**src/rtl/instr_fetch_stage.sv**
```systemverilog
// IF stage and IF/ID pipeline register: owns the PC, fetches over a req/ready handshake,
// redirects on jr/jump/branch. Optional perf counters with FETCH_PERF_CNT_EN.
module instr_fetch_stage #(
   parameter logic [31:0] RESET_PC  = 32'h0000_0000,
   parameter logic [31:0] NOP_INSTR = 32'h0000_0000
) (
   input  logic        clk,
   input  logic        rst_n,
   output logic        imem_req,
   output logic [31:0] imem_addr,
   input  logic [31:0] imem_rdata,
   input  logic        imem_ready,
   input  logic        stall,
   input  logic        branch_eq,
   input  logic        branch_ne,
   input  logic        alu_zero,
   input  logic [31:0] branch_offset,
   input  logic        jump_signal,
   input  logic        jr_signal,
   input  logic [31:0] jr_target,
   output logic [31:0] if_id_instr,
   output logic [31:0] if_id_pc4,
   output logic        if_id_valid,
   output logic [5:0]  opcode,
   output logic [5:0]  funct
`ifdef FETCH_PERF_CNT_EN
   ,
   output logic [31:0] fetch_count,
   output logic [31:0] flush_count
`endif
);

   localparam logic [31:0] ResetPcAligned = RESET_PC & 32'hFFFF_FFFC;

   typedef enum logic [0:0] {StFetch, StHold} state_e;

   state_e      state_q, state_d;
   logic [31:0] pc_q, pc_d;
   logic [31:0] instr_q, instr_d;
   logic [31:0] pc4_q, pc4_d;
   logic        valid_q, valid_d;
   logic [31:0] buf_q, buf_d;

   logic        branch_taken;
   logic        redirect;
   logic [31:0] target;
   logic [31:0] pc_inc;

   always_comb begin
      branch_taken = (branch_eq & alu_zero) | (branch_ne & ~alu_zero);
      redirect     = valid_q & ~stall & (jr_signal | jump_signal | branch_taken);
      pc_inc       = pc_q + 32'd4;
      // jr beats jump beats branch when several are asserted together
      if (jr_signal) begin
         target = jr_target;
      end else if (jump_signal) begin
         target = {pc4_q[31:28], instr_q[25:0], 2'b00};
      end else begin
         target = pc4_q + (branch_offset << 2);
      end
   end

   always_comb begin
      state_d = state_q;
      pc_d    = pc_q;
      instr_d = instr_q;
      pc4_d   = pc4_q;
      valid_d = valid_q;
      buf_d   = buf_q;

      if (redirect) begin
         // Any in-flight response and any buffered word belong to the wrong path
         pc_d    = target & 32'hFFFF_FFFC;
         instr_d = NOP_INSTR;
         valid_d = 1'b0;
         state_d = StFetch;
      end else begin
         unique case (state_q)
            StFetch: begin
               if (imem_ready) begin
                  if (!stall) begin
                     instr_d = imem_rdata;
                     pc4_d   = pc_inc;
                     valid_d = 1'b1;
                     pc_d    = pc_inc;
                  end else begin
                     buf_d   = imem_rdata;
                     state_d = StHold;
                  end
               end else if (!stall) begin
                  instr_d = NOP_INSTR;
                  valid_d = 1'b0;
               end
            end
            StHold: begin
               if (!stall) begin
                  instr_d = buf_q;
                  pc4_d   = pc_inc;
                  valid_d = 1'b1;
                  pc_d    = pc_inc;
                  state_d = StFetch;
               end
            end
            default: state_d = StFetch;
         endcase
      end
   end

   always_ff @(posedge clk or negedge rst_n) begin
      if (!rst_n) begin
         state_q <= StFetch;
         pc_q    <= ResetPcAligned;
         instr_q <= NOP_INSTR;
         pc4_q   <= 32'd0;
         valid_q <= 1'b0;
         buf_q   <= 32'd0;
      end else begin
         state_q <= state_d;
         pc_q    <= pc_d;
         instr_q <= instr_d;
         pc4_q   <= pc4_d;
         valid_q <= valid_d;
         buf_q   <= buf_d;
      end
   end

   assign imem_req    = (state_q == StFetch);
   assign imem_addr   = pc_q;
   assign if_id_instr = instr_q;
   assign if_id_pc4   = pc4_q;
   assign if_id_valid = valid_q;
   assign opcode      = instr_q[31:26];
   assign funct       = instr_q[5:0];

`ifdef FETCH_PERF_CNT_EN
   logic        fetch_load;
   logic [31:0] fetch_cnt_q;
   logic [31:0] flush_cnt_q;

   // A valid IF/ID load happens on a non-redirected, non-stalled cycle with a word available
   assign fetch_load = ~redirect & ~stall & ((state_q == StHold) | imem_ready);

   always_ff @(posedge clk or negedge rst_n) begin
      if (!rst_n) begin
         fetch_cnt_q <= 32'd0;
         flush_cnt_q <= 32'd0;
      end else begin
         if (fetch_load) fetch_cnt_q <= fetch_cnt_q + 32'd1;
         if (redirect)   flush_cnt_q <= flush_cnt_q + 32'd1;
      end
   end

   assign fetch_count = fetch_cnt_q;
   assign flush_count = flush_cnt_q;
`endif

endmodule

```
**config.mk**
```make
export PLATFORM = sky130hd
export DESIGN_NAME = instr_fetch_stage
export DESIGN_NICKNAME = d
export VERILOG_FILES = /design/src/rtl/instr_fetch_stage.sv
export SDC_FILE = /design/constraint.sdc
export NUM_CORES = 1
export LEC_CHECK = 0
export CORE_ASPECT_RATIO = 1.4
export CORE_MARGIN = 10
export CORE_UTILIZATION = 30
export DETAILED_ROUTE_END_ITERATION = 10
export PLACE_DENSITY_LB_ADDON = 0.2
export SKIP_CTS_REPAIR_TIMING = 1
export SLEW_MARGIN = 10
export SYNTH_ARGS = -nofsm -noshare
export SYNTH_HDL_FRONTEND = slang
export SYNTH_SLANG_ARGS = --single-unit
export TNS_END_PERCENT = 30
```
**constraint.sdc**
```tcl
create_clock -name clk -period 8.1 [get_ports clk]
set_input_delay 1.215 -clock clk [delete_from_list [all_inputs] [get_ports clk]]
set_output_delay 1.215 -clock clk [all_outputs]
set_load 0.05 [all_outputs]
```
==> results of run 1 <==
-- worst paths after layout --
kind                            slack (ns)          from              to  cells past startpoint
worst min-delay path                  0.50     buf_q[27]       buf_q[27]                      1
worst max-delay path                  4.11   jump_signal   imem_addr[29]                      9
worst min register to register        0.50     buf_q[27]       buf_q[27]                      1
min in group asynchronous             0.93         rst_n        buf_q[9]                      1
max in group asynchronous             5.76         rst_n  if_id_instr[3]                      2
worst max register to register        5.02  if_id_pc4[2]   imem_addr[30]                      9
-- through the flow --
step                      hold slack [ns]  area, sq um  power [mW]  instances
after global placement              0.487        10500        2.86       1421
after global routing                0.515        11100        3.89       1453
after detailed placement            0.494        10500        2.87       1421
after CTS                           0.507        11100        3.72       1453
after floorplan                     0.480         8210        2.21        911
final                               0.503        11100        3.69       1453
-- layout make-up --
class	count	area, sq um	area share, %
Clock buffer	21	460	4.15
Timing Repair Buffer	219	2150	19.4
Clock inverter	11	164	1.48
Tap cell	365	457	4.12
Multi-Input combinational cell	698	4660	42.0
Sequential cell	126	3150	28.4
Inverter	13	48.8	0.440
-- cells by family after synthesis --
kind of cell / synth area share [%]
muxes: 5.37
buffers and inverters: 4.99
other: 0.0457
and+or+nand+nor: 15.5
DFF: 38.4
adders and majority gates: 4.82
AOI/OAI and AO/OA: 25.6
xor gates and xnor gates: 5.23
-- power by group --
group,leakage (nW),total (mW),switching (mW),internal (mW)
registers,1.57,1.02,0.223,0.795
clock network,0.303,0.828,0.299,0.529
logic,2.59,1.84,1.17,0.668
total,4.46,3.69,1.70,1.99
-- flip-flops by register name, indices dropped and copies added, names as in the netlist --
signal / count
buf_q: 32
state_q: 1
imem_addr: 30
if_id_valid: 1
if_id_instr: 32
if_id_pc4: 30
-- layout by cell type, fill, tap and decap left out, types with 10 or more instances in the layout --
cell type        count
clkdlybuf4s50_1    204
dfrtp_1            126
nand2_1            123
o21ai_0             74
a21oi_1             46
nor2_1              38
o31ai_1             36
a22oi_1             35
mux2_2              32
ha_1                30
nand3_1             28
xor2_1              26
xnor2_1             23
a21o_1              19
clkbuf_16           17
nor3_1              14
buf_4               14
inv_1               13
nand4_1             13
a31oi_1             13
o211ai_1            10
and2_1              10
-- layer usage --
metal  up-vias  track usage, %  share of wire (%)
li1       3691               -                  -
met1      3736            21.9                 41
met2       283            30.9                 49
met3        57            5.16                6.8
met4         4            7.46                3.4
met5         -               0              0.077
==> summary.md, run 1 <==
| Metric | Value |
|---|---|
| Status | complete, no violations |
| Fin. max-slew vios | 0 |
| First-pass GRT wire length | 49800 um |
| Max_cap viols | 0 |
| Via count | 7771 |
| Period utilization | 49.3% |
| Worst hold-check path type | flop to flop |
| Crit path max-delay family | simple AND/OR/NAND/NOR gates |
| Io pins | ~220 |
| Gpl congestion | 0.912 |
| Iteration-0 DRC Markers | 456 |
| Final Core Density | 41.2% |
| Crit path capture type | flop |
| Clock root cell | clkbuf_16 |
| Prevailing post-synth register cell | dfrtp_1 |
| Post-synthesis cell area | roughly 8200 sq um |
| CTS Sinks | 126 |
| # fillers | 2679 |
| Chip Height | approximately 220 um |
| Max-slew headroom | between 20% and 30% |
| Final min period | about 4.0 ns |
| Crit-path max FO | 34 |
| Post-synth EDFFs | 0 |
| CTS tree | done |
| RSZ-0062 raised after global routing | false |
| Fin. Hold Viols | 0 |
| Share of the yosys chip area belonging to registers | 38.4% |
| CP required | 8.41 ns |
| Clk slew on worst S/H paths | 0.06 ns |
| Synth async-reset ratio | 100% |
| Crit path largest cell delay | 0.61 ns |
| Yosys reg bits | 126 |
| Top-area cell type share of the netlist area | 38.4% |
| Fmax | 250 MHz |
| Largest net degree at the start of global routing | 80 |
| Dominant cell by count in the synthesized netlist | dfrtp_1 |
| WL final | between 30000 and 40000 um |
| Row cnt | between 70 and 80 |
| Endpoints failing setup | 0 |
| Antenna cell count | 0 |
| Cell Pwr Density | 332 nW/um^2 |
| Cell taking the most area after synthesis | dfrtp_1 |
| WS Path Type | primary input to flop |
| Layout cell share with drive strength beyond 1 | 9.10% |
| Post-place setup slack | 3.66 ns |
| Sum of negative setup slack | 0 ns |
| 1st-pass router iterations | 4 |
| CTS Buf Count | 17 |
| Worst VDD drop | around 0.16 mV |
| Buf+Inv Stages, Crit Path | 2 |
| Core area | 26900 sq um |
| DR WL/cell | roughly 22 um |
| Fin Clk Skew | 0.0115 ns |
| Routed Antenna Nets | 0 |
| Cells after synthesis | approximately 900 |
| H-tree depth | 4 |
| Setup crit start kind | primary input |
| Die X | 160 um |
| Full die area | 34400 sq um |
| Number of global-route vias before repair | 8095 |
| DP Wirelength | 23800 um |
| Worst setup margin | about 4.1 ns |
| Worst path arrival time | roughly 4.3 ns |
| Post-synthesis cell type count | 75 |
| CTS max path bufs | 2 |
| GRT Residual Overflow | 0 |
| Critical-path top delay cell | a211o_1 |
| Initial antenna violation count | 2 |
| Fin nets | 1211 |
| DRC | 0 |
| Ys Warns | 0 |
| Leak | between 4 and 5 nW |
| PortBufs | between 200 and 250 |
| CP cell instances | clkdlybuf4s50_1, buf_4, nor2_1, a211o_1, nor2_4, nand2_2, or3_1, mux2i_1, nor2_1 |
| Gr usage total | 18.5% |
| Layout overhead on the synthesized area | 35.3% |
| Via density | 5.35 |
| Clk_lat worst skew | 0.43 ns |
| Post-synth top cells | dfrtp_1 (126), nand2_1 (123), o21ai_0 (74), a21oi_1 (46), clkbuf_1 (40) |
| Synth area leaders | dfrtp_1 (38%), nand2_1 (5.6%), ha_1 (4.6%) |
| Least-Margin Pin Slew | roughly 1.1 ns |
| Initial Util | 30.5% |
| Most Frequent Cell on Critical Path | nor2_1 |
| Synthesized area per cell | 9.03 sq um |
(Power assumes the default switching activity.)
==> inputs of run 2 (changes only) <==
clock period = 3.61 ns   (was 8.1 ns; I/O delays follow)
==> summary.md, run 2 (synthesis gave the netlist of run 1 again) <==
| Metric | Value |
|---|---|
| Status | complete, no violations |
| CTS tree | done |
| Post-route insts no fill | 1467 |
| Initial antenna violation count | 2 |
| Reg-to-reg slack, setup | 0.63 ns |
| DR WL/cell | 22.1 um |
| Fin. max-slew vios | 0 |
| Chip Height | 216 um |
| Worst path arrival time | 3.43 ns |
| Layout cell share with drive strength beyond 1 | between 10% and 20% |
| Max-slew headroom | around 45% |
| Clock root cell | clkbuf_16 |
| Final min period | between 3 and 4 ns |
| Number of global-route vias before repair | just over 8000 |
| Clk_lat worst skew | 0.44 ns |
| CP cell instances | clkdlybuf4s50_1, ha_1, fa_1, a211oi_2, nor4_1, or2_1, o211ai_2, a211oi_1, o21a_1, o41ai_1 |
| WS Path Type | primary input to flop |
| DRC | 0 |
| Gr usage total | 18.5% |
| Clk slew on worst S/H paths | around 0.06 ns |
| Leak | approximately 4.5 nW |
| DP Wirelength | ~24000 um |
| First-pass GRT wire length | 49600 um |
| Endpoints failing setup | 0 |
| Via density | ~5.3 |
| Fin Clk Skew | 0.00814 ns |
| Row cnt | 71 |
| Largest net degree at the start of global routing | 74 |
| Core area | 26900 sq um |
| Period utilization | 86.0% |
| Fin nets | 1225 |
| Routed Antenna Nets | 0 |
| Die X | 160 um |
| PortBufs | just over 200 |
| Initial Util | 30.5% |
| # fillers | ~2700 |
| Fmax | 322 MHz |
| R2R Path Start | if_id_pc4[2] |
| Full die area | 34400 sq um |
| Commonest cells after routing, fill and taps aside | clkdlybuf4s50_1 (204), dfrtp_1 (126), nand2_1 (123) |
| Crit path largest cell delay | ~0.46 ns |
| CTS Buf Count | 17 |
| RSZ-0062 raised after global routing | false |
| Crit-path max FO | 4 |
| Iteration-0 DRC Markers | 525 |
| Gpl congestion | 0.920 |
| Io pins | 215 |
| CTS max path bufs | 2 |
| Max_cap viols | 0 |
| Via count | 7826 |
| Dpl cells | 1435 |
| H-tree depth | 4 |
| Worst Setup SP | branch_offset[0] |
| Setup crit start kind | primary input |
| Most common cell after layout, fill and taps aside | clkdlybuf4s50_1 |
| Least-Margin Pin Slew | 0.817 ns |
| Crit path capture type | flop |
| WL final | 32400 um |
| Worst hold-check path type | primary input to asynchronous set/reset pin |
| GRT Residual Overflow | 0 |
| CTS Sinks | 126 |
| Critical-path top delay cell | fa_1 |
| Worst VDD drop | 0.355 mV |
| 1st-pass router iterations | 5 |
| CP required | 3.93 ns |
| Fin. Hold Viols | 0 |
| Sum of negative setup slack | 0 ns |
| Cell Pwr Density | about 730 nW/um^2 |
| Layout overhead on the synthesized area | 36.3% |
run 2: cell types whose count changed in the layout (fill, tap and decap cells not counted), moves of 2 or more:
cell        previous run  this run
buf_4                 14        26
clkinv_4               1         4
buf_12                 0         2
bufinv_16              4         2
clkbuf_8               2         0
clkinv_2               4         2
clkinvlp_4             2         4
run 2: path summary, 6_finish.rpt:
kind	to	depth (start not counted)
worst min-delay path	if_id_instr[9]	1
worst min register to register	buf_q[26]	1
max in group asynchronous	imem_addr[26]	2
worst max register to register	imem_addr[30]	9
worst max-delay path	imem_addr[30]	10
min in group clk	buf_q[26]	1
run 2: power breakdown:
| group | switching (mW) | internal, mW |
|---|---|---|
| Clock | 0.698 | 1.01 |
| Sequential | 0.497 | 1.78 |
| Combinational | 2.63 | 1.53 |
| Total | 3.82 | 4.33 |
run 2: metrics by stage:
stage | setup slack [ns] | utilization, % | hold slack, ns | area, sq um | total power, mW
after floorplan | 0.698 | - | 0.246 | 8210 | 4.97
after global placement | 0.108 | 39.4 | 0.487 | 10600 | 6.45
after detailed placement | 0.0687 | 39.4 | 0.495 | 10600 | 6.47
after CTS | 0.504 | 41.5 | 0.125 | 11200 | 8.23
after global routing | 0.389 | 41.5 | 0.148 | 11200 | 8.61
final | 0.506 | 41.5 | 0.113 | 11200 | 8.15
run 2: layout make-up:
type | instances | area, sq um | share of cell area (%)
multi-input cells | 698 | 4660 | 41.7
flip-flops and latches | 126 | 3150 | 28.2
repair buffers | 233 | 2280 | 20.4
well taps | 365 | 457 | 4.09
clock buffers | 18 | 429 | 3.84
clock inverters | 13 | 144 | 1.29
inverters | 13 | 48.8 | 0.437
diodes | 1 | 2.50 | 0.0224
run 2: worst max-delay path: cells and delay by family:
kind | cells | cell delay (ns)
compound gates | 5 | 1.31
buf+inv | 1 | 0.40
fa+ha+maj | 2 | 0.75
simple gates | 2 | 0.41
run 2: metal layers:
layer / GRT usage [%] / up-vias / routed length, um
met2: 31.7 / 270 / 16300
met3: 5.47 / 42 / 2210
li1: - / 3725 / -
met1: 21.8 / 3787 / 13200
met5: 0 / - / 10
met4: 5.67 / 2 / 705
